[src/rtl/serial_link_obi_arbiter.sv]
// Round-robin OBI arbiter in front of the serial-link wrapper; a FIFO of granted
// requester indices steers in-order responses back to their issuers.
module serial_link_obi_arbiter #(
  parameter int unsigned NumReq         = 2,
  parameter int unsigned AddrWidth      = 32,
  parameter int unsigned DataWidth      = 32,
  parameter int unsigned MaxOutstanding = 4
) (
  input  logic                                  clk_i,
  input  logic                                  rst_ni,
  input  logic [NumReq-1:0]                     req_i,
  input  logic [NumReq-1:0][AddrWidth-1:0]      addr_i,
  input  logic [NumReq-1:0]                     we_i,
  input  logic [NumReq-1:0][DataWidth/8-1:0]    be_i,
  input  logic [NumReq-1:0][DataWidth-1:0]      wdata_i,
  output logic [NumReq-1:0]                     gnt_o,
  output logic [NumReq-1:0]                     rvalid_o,
  output logic [NumReq-1:0][DataWidth-1:0]      rdata_o,
  output logic                                  req_o,
  output logic [AddrWidth-1:0]                  addr_o,
  output logic                                  we_o,
  output logic [DataWidth/8-1:0]                be_o,
  output logic [DataWidth-1:0]                  wdata_o,
  input  logic                                  gnt_i,
  input  logic                                  rvalid_i,
  input  logic [DataWidth-1:0]                  rdata_i,
  output logic [$clog2(MaxOutstanding+1)-1:0]   outstanding_o,
  output logic                                  err_o
);

  localparam int unsigned IdxW = $clog2(NumReq);
  localparam int unsigned PtrW = (MaxOutstanding > 1) ? $clog2(MaxOutstanding) : 1;
  localparam int unsigned CntW = $clog2(MaxOutstanding + 1);

  logic [IdxW-1:0] rr_q, rr_d, lock_idx_q, lock_idx_d, winner, cand;
  logic            lock_q, lock_d, found, full, empty, grant, pop;
  logic [IdxW-1:0] fifo_q [MaxOutstanding];
  logic [PtrW-1:0] wr_q, rd_q;
  logic [CntW-1:0] cnt_q;

  function automatic logic [PtrW-1:0] ptr_inc(input logic [PtrW-1:0] p);
    return (p == PtrW'(MaxOutstanding - 1)) ? '0 : p + 1'b1;
  endfunction

  // A held lock overrides the round-robin search so a stalled request stays stable.
  always_comb begin
    winner = '0;
    cand   = '0;
    found  = 1'b0;
    if (lock_q) begin
      winner = lock_idx_q;
      found  = 1'b1;
    end else begin
      for (int unsigned i = 0; i < NumReq; i++) begin
        cand = IdxW'((32'(rr_q) + i) % NumReq);
        if (!found && req_i[cand]) begin
          winner = cand;
          found  = 1'b1;
        end
      end
    end
  end

  assign full  = (cnt_q == CntW'(MaxOutstanding));
  assign empty = (cnt_q == '0);
  assign req_o = rst_ni & found & req_i[winner] & ~full;
  assign grant = req_o & gnt_i;
  assign pop   = rst_ni & rvalid_i & ~empty;

  assign addr_o  = req_o ? addr_i[winner]  : '0;
  assign we_o    = req_o ? we_i[winner]    : 1'b0;
  assign be_o    = req_o ? be_i[winner]    : '0;
  assign wdata_o = req_o ? wdata_i[winner] : '0;

  assign outstanding_o = rst_ni ? cnt_q : '0;

  always_comb begin
    gnt_o    = '0;
    rvalid_o = '0;
    if (grant) gnt_o[winner] = 1'b1;
    if (pop)   rvalid_o[fifo_q[rd_q]] = 1'b1;
    for (int unsigned i = 0; i < NumReq; i++) rdata_o[i] = rdata_i;
  end

  always_comb begin
    lock_d     = req_o & ~gnt_i;
    lock_idx_d = req_o ? winner : lock_idx_q;
    rr_d       = rr_q;
    if (grant) rr_d = (winner == IdxW'(NumReq - 1)) ? '0 : winner + 1'b1;
  end

  always_ff @(posedge clk_i) begin
    if (!rst_ni) begin
      rr_q       <= '0;
      lock_q     <= 1'b0;
      lock_idx_q <= '0;
      wr_q       <= '0;
      rd_q       <= '0;
      cnt_q      <= '0;
      err_o      <= 1'b0;
    end else begin
      rr_q       <= rr_d;
      lock_q     <= lock_d;
      lock_idx_q <= lock_idx_d;
      if (grant) wr_q <= ptr_inc(wr_q);
      if (pop)   rd_q <= ptr_inc(rd_q);
      if (grant && !pop)      cnt_q <= cnt_q + 1'b1;
      else if (pop && !grant) cnt_q <= cnt_q - 1'b1;
      if (rvalid_i && empty) err_o <= 1'b1;
    end
  end

  always_ff @(posedge clk_i) begin
    if (grant) fifo_q[wr_q] <= winner;
  end

endmodule

[config.mk]
export PLATFORM = sky130hd
export DESIGN_NAME = serial_link_obi_arbiter
export DESIGN_NICKNAME = d
export VERILOG_FILES = /design/src/rtl/serial_link_obi_arbiter.sv
export SDC_FILE = /design/constraint.sdc
export NUM_CORES = 1
export LEC_CHECK = 0
export CORE_AREA = 2 2 123 125
export DETAILED_ROUTE_END_ITERATION = 12
export DIE_AREA = 0 0 125 127
export HOLD_SLACK_MARGIN = 0.02
export PLACE_DENSITY_LB_ADDON = 0.12
export SLEW_MARGIN = 10
export SYNTH_ARGS = -nofsm -noshare
export SYNTH_HDL_FRONTEND = slang
export SYNTH_SLANG_ARGS = --single-unit
[constraint.sdc]
create_clock -name clk_i -period 2.1 [get_ports clk_i]
set_clock_uncertainty 0.05 [all_clocks]
set_input_delay 0.21 -clock clk_i [delete_from_list [all_inputs] [get_ports clk_i]]
set_output_delay 0.21 -clock clk_i [all_outputs]
set_load 0.05 [all_outputs]
**Word-level counts from Yosys, hierarchy flattened**

Memories as Yosys holds them, arrays and structs flattened. A register that Yosys moved wholly into a read port is not among the register bits.
Index checks and enable logic that the tools add are counted.

- Bits of input ports: 176
- Flip-flop bits (word level): 11
- Memories kept: 1
- Output and inout bits: 142
- Logic and storage cells: 85
- Bits in writable memories: 4

- Mux-type cells: 41
- $lt $le $gt $ge: 6
- Reduce and logical (&&, ||, !) cells: 11
- Eq/ne operators: 3
- Add/sub/neg operators: 6
- Bitwise logic cells: 10

Memories:

| memory | depth | width | read ports | clocked after memory_dff | wr ports | RTL line | text |
|---|---|---|---|---|---|---|---|
| fifo_q | 4 | 1 | 1 | 1 | 1 | 37 | `logic [IdxW-1:0] fifo_q [MaxOutstanding];` |

Operators with widths:

| operator | number |
|---|---|
| 32-bit 2-to-1 mux | 6 |
| 1-bit 2-to-1 mux | 21 |
| 2-bit 2-to-1 mux | 6 |
| 4-bit 2-to-1 mux | 3 |
| 3-bit 2-to-1 mux | 3 |
| 1-bit by 2-bit < comparator with 1-bit output, second input constant | 4 |
| 1-bit bitwise AND | 7 |
| 1-bit logical AND | 6 |
| 2-bit by 1-bit adder with 2-bit output, second input constant | 2 |
| 2-bit equality test, second input constant | 2 |
| 3-bit by 1-bit adder with 3-bit output, second input constant | 1 |
| 3-bit equality test, second input constant | 1 |
| 1-bit logical NOT | 3 |
| 3-bit logical NOT | 1 |
| 1-bit inverter | 3 |
| 3-bit by 1-bit subtractor with 3-bit output, second input constant | 1 |
| 1-bit adder, second input constant | 2 |
| 1-bit demux with 1-bit select | 2 |
| 1-bit >= comparator, second input constant | 2 |
| 2-bit nonzero test | 1 |

**Depth between registers and ports, before layout**

Gate-level depths: netlist of run 1.

- Depth in word-level cells: 17
- Depth in mapped cells: 9
- Depth with buffers taken out: 9

**Worst setup path after synthesis of run 1**

OpenSTA, ideal clock, no wires.

- Path type: reg2out
- From: register lock_q
- To: output gnt_o[0]
- Cell stages (with the launch flop): 6
- Setup slack: -534 ps
- Arrival time: 2374 ps
- Buffers on the path: 1
- Data required time: 1840 ps
- Cells stage by stage: dfxtp_1 > nand2b_1 > o21a_1 > buf_2 > clkinv_2 > nor4_1

- Cells in the longest elaborated chain, start to end: 7
- Elaborated cells between the ends (all ways): 14

Ends and longest elaborated chain:

| item | RTL line | text |
|---|---|---|
| start, declared | 36 | `logic lock_q, lock_d, found, full, empty, grant, pop;` |
| start signal, assigned | 103 | `lock_q <= lock_d;` |
| 1-bit 2-to-1 mux | 50 | `if (lock_q) begin` |
| 1-bit 2-to-1 mux (implied by the code) (2 in a row) | 66 | `assign req_o = rst_ni & found & req_i[winner] & ~full;` |
| 1-bit bitwise AND (2 in a row) | 66 |  |
| 1-bit bitwise AND | 67 | `assign grant = req_o & gnt_i;` |
| 2-bit 2-to-1 mux * | 80 | `if (grant) gnt_o[winner] = 1'b1;` |
| end, declared | 16 | `output logic [NumReq-1:0] gnt_o,` |

Mark *: on every way between the ends. The rest lies on a longest branch, timed or not. The select of a mux whose other input is x is not followed.

**Final worst setup path of run 1**

- From: register lock_idx_q
- To: output wdata_o[25]

- Cells in the longest elaborated chain, start to end: 6
- Elaborated cells between the ends (all ways): 8

Ends and longest elaborated chain:

| item | RTL line | text |
|---|---|---|
| start, declared | 35 | `logic [IdxW-1:0] rr_q, rr_d, lock_idx_q, lock_idx_d, winner, cand;` |
| start signal, assigned | 104 | `lock_idx_q <= lock_idx_d;` |
| 1-bit 2-to-1 mux * | 50 |  |
| 1-bit 2-to-1 mux (implied by the code) (2 in a row) | 66 |  |
| 1-bit bitwise AND (2 in a row) | 66 |  |
| 32-bit 2-to-1 mux * | 73 | `assign wdata_o = req_o ? wdata_i[winner] : '0;` |
| end, declared | 23 | `output logic [DataWidth-1:0] wdata_o,` |

Marked as above.

==> qor.txt, run 1 <==
Run status: finished, violations left
Violated checks: setup timing
Mean post-synth cell area: 6.42 um^2
Critical Path RT: 1.84 ns
IR drop worst, VDD: 0.286 mV
Overall power consumption: 3480 uW
Reg-to-reg critical path endpoint: cnt_q[2]
Number of nets with antenna violations after detailed routing: 0
Final instance area: 5870 um^2
Post-placement cell area: 4540 um^2
Busiest metal layer after global routing: met2
Largest net degree at the start of global routing: 34
Total DRC errors in the routed layout: 0
Kind of critical path: reg -> out
Met3 track utilization from global routing: 3.73%
Flop and latch count out of synthesis: 17
Global routing usage on met1: 16.1%
Number of hold buffers added after CTS: 0
Most common flop cell mapped by yosys: sky130_fd_sc_hd__dfxtp_1
Global-route wire length before repair: 18.5 mm
Pleak: 0.00227 uW
First-pass DRT Iterations: 4
Async S/R FF share, synth: 0%
Placer's final routability congestion estimate: 0.814
Portion of the post-synthesis area used by sequential elements: 15.6%
Number of enable-type register cells in the synthesized netlist: 4
Cell area after synthesis: 2430 um^2
Highest-count cells in the layout ignoring fill and taps: sky130_fd_sc_hd__nand2_1 (141), sky130_fd_sc_hd__clkdlybuf4s50_1 (141), sky130_fd_sc_hd__buf_6 (67)
Reg2reg start: cnt_q[2]
Max_cap viols: 0
Post-synthesis cell type count: 36
Cell taking the most area after synthesis: sky130_fd_sc_hd__nand2_1
Largest fanout on the critical path: 6
Slew HR: 67.0%
Startpoint type of the worst setup path: register
Buffers on Ports: 221
Met2 track demand over resource in global routing: 28.6%
Post-Synthesis Net Count: 562
Worst setup path endpoint: wdata_o[25]
Setup violations, final: 52
Via count of the first global-routing pass: 3388
Setup repair after global routing missed its margin: true
Internal reg-to-reg setup slack: -0.01 ns
CTS root buffer: sky130_fd_sc_hd__clkbuf_16
Final setup slack of the worst path: -0.102 ns
Synth area leaders: sky130_fd_sc_hd__nand2_1 (22%), sky130_fd_sc_hd__buf_4 (20%), sky130_fd_sc_hd__dfxtp_1 (11%)
H-tree depth: 1
Fill cell instance count of the final layout: 1480
Detailed-route wire length per cell: 16.9 um
Antenna cells: 0
Register area: 394 um^2
Number of placed I/O pins: 318
Residual overflow from global routing: 0
Chip Width: 125 um
Multi-input gate area: 2080 um^2
Initial standard-cell utilization of the core: 16.9%
Reg2Reg Depth: 10
GRT Overall Usage: 14.7%
Data arrival time of the critical path: 1.94 ns
Register clock-pin slew on the reported worst setup and hold paths: 0.05 ns
Share of the synthesized area in the top cell type: 21.9%
Critical path launch point: lock_idx_q
Buffer depth of the longest clock path: 2
Skew-Pair Late Insertion Delay: 0.25 ns
Initial antenna violation count: 0
Period Utilization, post-route: 105%
Number of nets in the finished design: 752
Number of standard cells after synthesis: 379
CP Capture Type: output pin
Power per standard cell area: 594 nW/um^2
Sink count of the clock tree: 17
Number of buffers inserted during clock tree synthesis: 3
Max Slew Vio Count: 0
Share of cells above drive strength 1: 39.1%
Worst-margin pin slew: 0.493 ns
Vias per cell: 4.19
TritonCTS clock tree: built
Final Hold Viols: 0
Warnings from Yosys: 0
Total die area: 15900 um^2
Final wirelength: 12.7 mm
Relative area change from synthesis to final layout: 141%
Floorplan die height: 127 um
Detailed-placement wirelength estimate: 9.38 mm
Maximum operating frequency: 454 MHz
Standard-cell rows: 44
Via count: 3151
Final critical path time including I/O delays and setup: 2.20 ns
Starting DRT DRC Count: 89
Area of the core: 14400 um^2
Post-route worst hold slack: 0.370 ns
Path class of the lowest-slack min-delay path: in -> out
-- critical path: stages (launching register included) --
cell,delay [ns]
sky130_fd_sc_hd__dfxtp_2,0.31
sky130_fd_sc_hd__buf_4,0.13
sky130_fd_sc_hd__nand3b_1,0.13
sky130_fd_sc_hd__or3b_4,0.47
sky130_fd_sc_hd__buf_12,0.18
sky130_fd_sc_hd__clkbuf_16,0.17
sky130_fd_sc_hd__a21oi_4,0.11
sky130_fd_sc_hd__buf_6,0.17
-- per-stage QoR --
| step | cells | setup TNS [ns] | worst slack (ns) | util, % |
|---|---|---|---|---|
| floorplan | 379 | -6.65 | -0.150 | - |
| global placement | 729 | -8.33 | -0.353 | 31.5 |
| detailed placement | 729 | -7.76 | -0.368 | 31.5 |
| CTS | 751 | -0.833 | -0.0363 | 37.9 |
| global route | 752 | -6.42 | -0.157 | 40.7 |
| finish | 752 | -3.47 | -0.102 | 40.7 |
-- cells in the mapped netlist, types with 4 or more instances --
master,count
sky130_fd_sc_hd__a21oi_1,49
sky130_fd_sc_hd__a21oi_2,21
sky130_fd_sc_hd__nand2_1,142
sky130_fd_sc_hd__nor2_1,5
sky130_fd_sc_hd__clkbuf_1,10
sky130_fd_sc_hd__edfxtp_1,4
sky130_fd_sc_hd__buf_6,7
sky130_fd_sc_hd__buf_4,65
sky130_fd_sc_hd__and2_1,8
sky130_fd_sc_hd__ha_1,6
sky130_fd_sc_hd__dfxtp_1,13
sky130_fd_sc_hd__nor2b_1,4
sky130_fd_sc_hd__inv_1,8
sky130_fd_sc_hd__buf_2,6
-- how the worst min path moves through the flow --
stage,start,end,slack (ns),depth (start not counted)
global route,rdata_i[26],rdata_o[26],0.37,0
global placement,rdata_i[5],rdata_o[37],0.37,0
CTS,rdata_i[5],rdata_o[37],0.37,0
floorplan,gnt_i,lock_q,0.22,1
detailed placement,rdata_i[5],rdata_o[37],0.37,0
finish,rdata_i[13],rdata_o[13],0.37,0
-- cell families (layout without fill, tap and decap cells) --
logic type / Yosys count / count (layout) / share of synthesized area (%)
xor+xnor: 2 / 2 / 0.720
fa+ha+maj: 7 / 7 / 3.91
buf+inv: 97 / 285 / 27.5
flops: 17 / 17 / 15.6
mux: 3 / 3 / 1.75
compound gates: 83 / 83 / 21.7
simple gates: 170 / 171 / 28.8
-- final cells by class --
type	count	area share, %
clock buffers	3	1.28
repair buffers	272	51.9
clock inverters	1	0.0853
multi-input cells	266	35.5
well taps	184	3.92
inverters	9	0.661
flip-flops and latches	17	6.71
-- metal layers --
| metal | vias up | part of all wire (%) |
|---|---|---|
| met5 | - | 0 |
| met4 | 0 | 1.2 |
| met1 | 1444 | 36 |
| met3 | 13 | 7.9 |
| met2 | 152 | 55 |
| li1 | 1542 | - |
-- report_power, final --
part           switching [uW]  internal (uW)  leakage (uW)
clock network             136            255     0.0000409
logic                    1440           1190       0.00208
registers                55.8            402      0.000146
total                    1630           1850       0.00227
-- repair_timing --
action | in CTS | in global routing
setup endpoints to repair | 72 | 70
gates cloned | 4 | 1
buffers inserted | 14 | 2
pin swaps | 8 | 2
resized for setup | 149 | 72
Note: power is estimated with default switching activity, not from simulation.
==> run 2: changes to the inputs <==
- CTS_BUF_LIST: unset -> sky130_fd_sc_hd__clkbuf_4 sky130_fd_sc_hd__clkbuf_8 sky130_fd_sc_hd__clkbuf_16
- MAX_ROUTING_LAYER: unset -> met4
==> run 2 against run 1 <==
  * Cell area unchanged
  * Setup slack improved by 0.0011 ns
  * Highest routed layer unchanged
  * Cell count unchanged
  * Critical path type unchanged
  * Register-to-register slack about the same
  * Largest cell class unchanged
  * The run still ends with setup timing left
==> qor.txt, run 2 (same netlist as run 1, synthesis figures left out) <==
Detailed-placement wirelength estimate: 9.38 mm
Final setup slack of the worst path: -0.101 ns
Antenna cells: 0
Worst-margin pin slew: 0.493 ns
Initial standard-cell utilization of the core: 16.9%
Chip Width: 125 um
Final Hold Viols: 0
Period Utilization, post-route: 105%
Relative area change from synthesis to final layout: 141%
Number of nets with antenna violations after detailed routing: 0
Maximum operating frequency: 454 MHz
Violated checks: setup timing
Via count: 3181
Buffer depth of the longest clock path: 2
Starting DRT DRC Count: 83
Largest net degree at the start of global routing: 34
Largest fanout on the critical path: 6
Pleak: 0.00227 uW
Setup repair after global routing missed its margin: true
Post-route worst hold slack: 0.370 ns
Sink count of the clock tree: 17
Vias per cell: 4.23
Summed negative setup slack over all endpoints: -3.48 ns
Placement Setup Slack: -0.368 ns
Final wirelength: 12.8 mm
Via count of the first global-routing pass: 3390
Share of cells above drive strength 1: 39.1%
Placer's final routability congestion estimate: 0.826
Data arrival time of the critical path: 1.94 ns
GRT Overall Usage: 15.1%
Power per standard cell area: 594 nW/um^2
Number of placed I/O pins: 318
Path class of the lowest-slack min-delay path: in -> out
Cell Chain, Critical Path: buf_4, nand3b_1, or3b_4, buf_12, clkbuf_16, a21oi_4, buf_6
Critical-path top delay cell: sky130_fd_sc_hd__or3b_4
Residual overflow from global routing: 0
Final critical path time including I/O delays and setup: 2.20 ns
CP Capture Type: output pin
Setup violations, final: 52
CTS root buffer: sky130_fd_sc_hd__clkbuf_16
Initial antenna violation count: 0
Startpoint type of the worst setup path: register
Net switching power of the design: 1640 uW
TritonCTS clock tree: built
Number of buffers inserted during clock tree synthesis: 3
Buffers on Ports: 221
Slew HR: 67.1%
Global-route wire length before repair: 18.5 mm
Run status: finished, violations left
Switching power as a share of total power: 46.9%
Detailed-route wire length per cell: 17.0 um
Critical Path RT: 1.84 ns
Highest-count cells in the layout ignoring fill and taps: sky130_fd_sc_hd__nand2_1 (141), sky130_fd_sc_hd__clkdlybuf4s50_1 (141), sky130_fd_sc_hd__buf_6 (67)
Max Slew Vio Count: 0
Register clock-pin slew on the reported worst setup and hold paths: 0.05 ns
Share of power burned in the clock network: 11.2%
Kind of critical path: reg -> out
Total DRC errors in the routed layout: 0
Max stage delay on crit path: 0.47 ns
Area of the core: 14400 um^2
Number of hold buffers added after CTS: 0
Combinational Power Share: 75.6%
Skew-Pair Late Insertion Delay: 0.25 ns
H-tree depth: 1
Cell-internal power: 1850 uW
First-pass DRT Iterations: 4
Max_cap viols: 0
Floorplan die height: 127 um
Standard-cell rows: 44
Total die area: 15900 um^2
IR drop worst, VDD: 0.286 mV
Sequential cell fraction of total power: 13.1%
Number of nets in the finished design: 752
[run 2: what timing repair did]
action	in CTS	in global routing
endpoints found under the setup margin	72	70
pin swaps	8	2
buffers inserted	14	2
resized for setup	149	72
gates cloned	4	1
[run 2: path summary, 6_finish.rpt]
check	start	endpoint	slack [ns]	cells after the start
worst max register to register	cnt_q[2]	cnt_q[2]	-0.01	10
worst min register to register	err_o	err_o	0.45	2
worst max-delay path	lock_idx_q	wdata_o[25]	-0.10	7
worst min-delay path	rdata_i[13]	rdata_o[13]	0.37	0
[run 2: through the flow]
stage	util (%)	power, uW	cell area (um^2)	instances
after detailed placement	31.5	2460	4540	729
after floorplan	-	1950	2500	379
final	40.7	3490	5870	752
after CTS	37.9	3320	5460	751
after global placement	31.5	2450	4540	729
after global routing	40.7	3660	5870	752
[run 2: layout make-up]
class | instances | area, um^2
flip-flops and latches | 17 | 394
well taps | 184 | 230
inverters | 9 | 38.8
fillers | 1480 | 8550
clock inverters | 1 | 5.00
clock buffers | 3 | 75.1
multi-input cells | 266 | 2080
repair buffers | 272 | 3050
[run 2: power groups by stage]
stage	Clock (uW)	Sequential (uW)	Combinational, uW
floorplan	0	469	1480
global placement	0	468	1980
detailed placement	0	471	1990
CTS	402	459	2460
global route	414	469	2770
finish	392	457	2640
[run 2: worst max-delay path: cells and delay by family, from the launching register on]
kind / cells / cell delay [ns]
flops: 1 / 0.31
buf+inv: 4 / 0.65
simple gates: 2 / 0.60
compound gates: 1 / 0.11
[run 2: metal layers]
layer	track usage (%)	up-vias	part of all wire, %
met2	28.5	154	55
li1	-	1540	-
met3	3.35	15	7.5
met1	16.4	1472	37
met4	2.81	0	1.2
met5	-	-	0
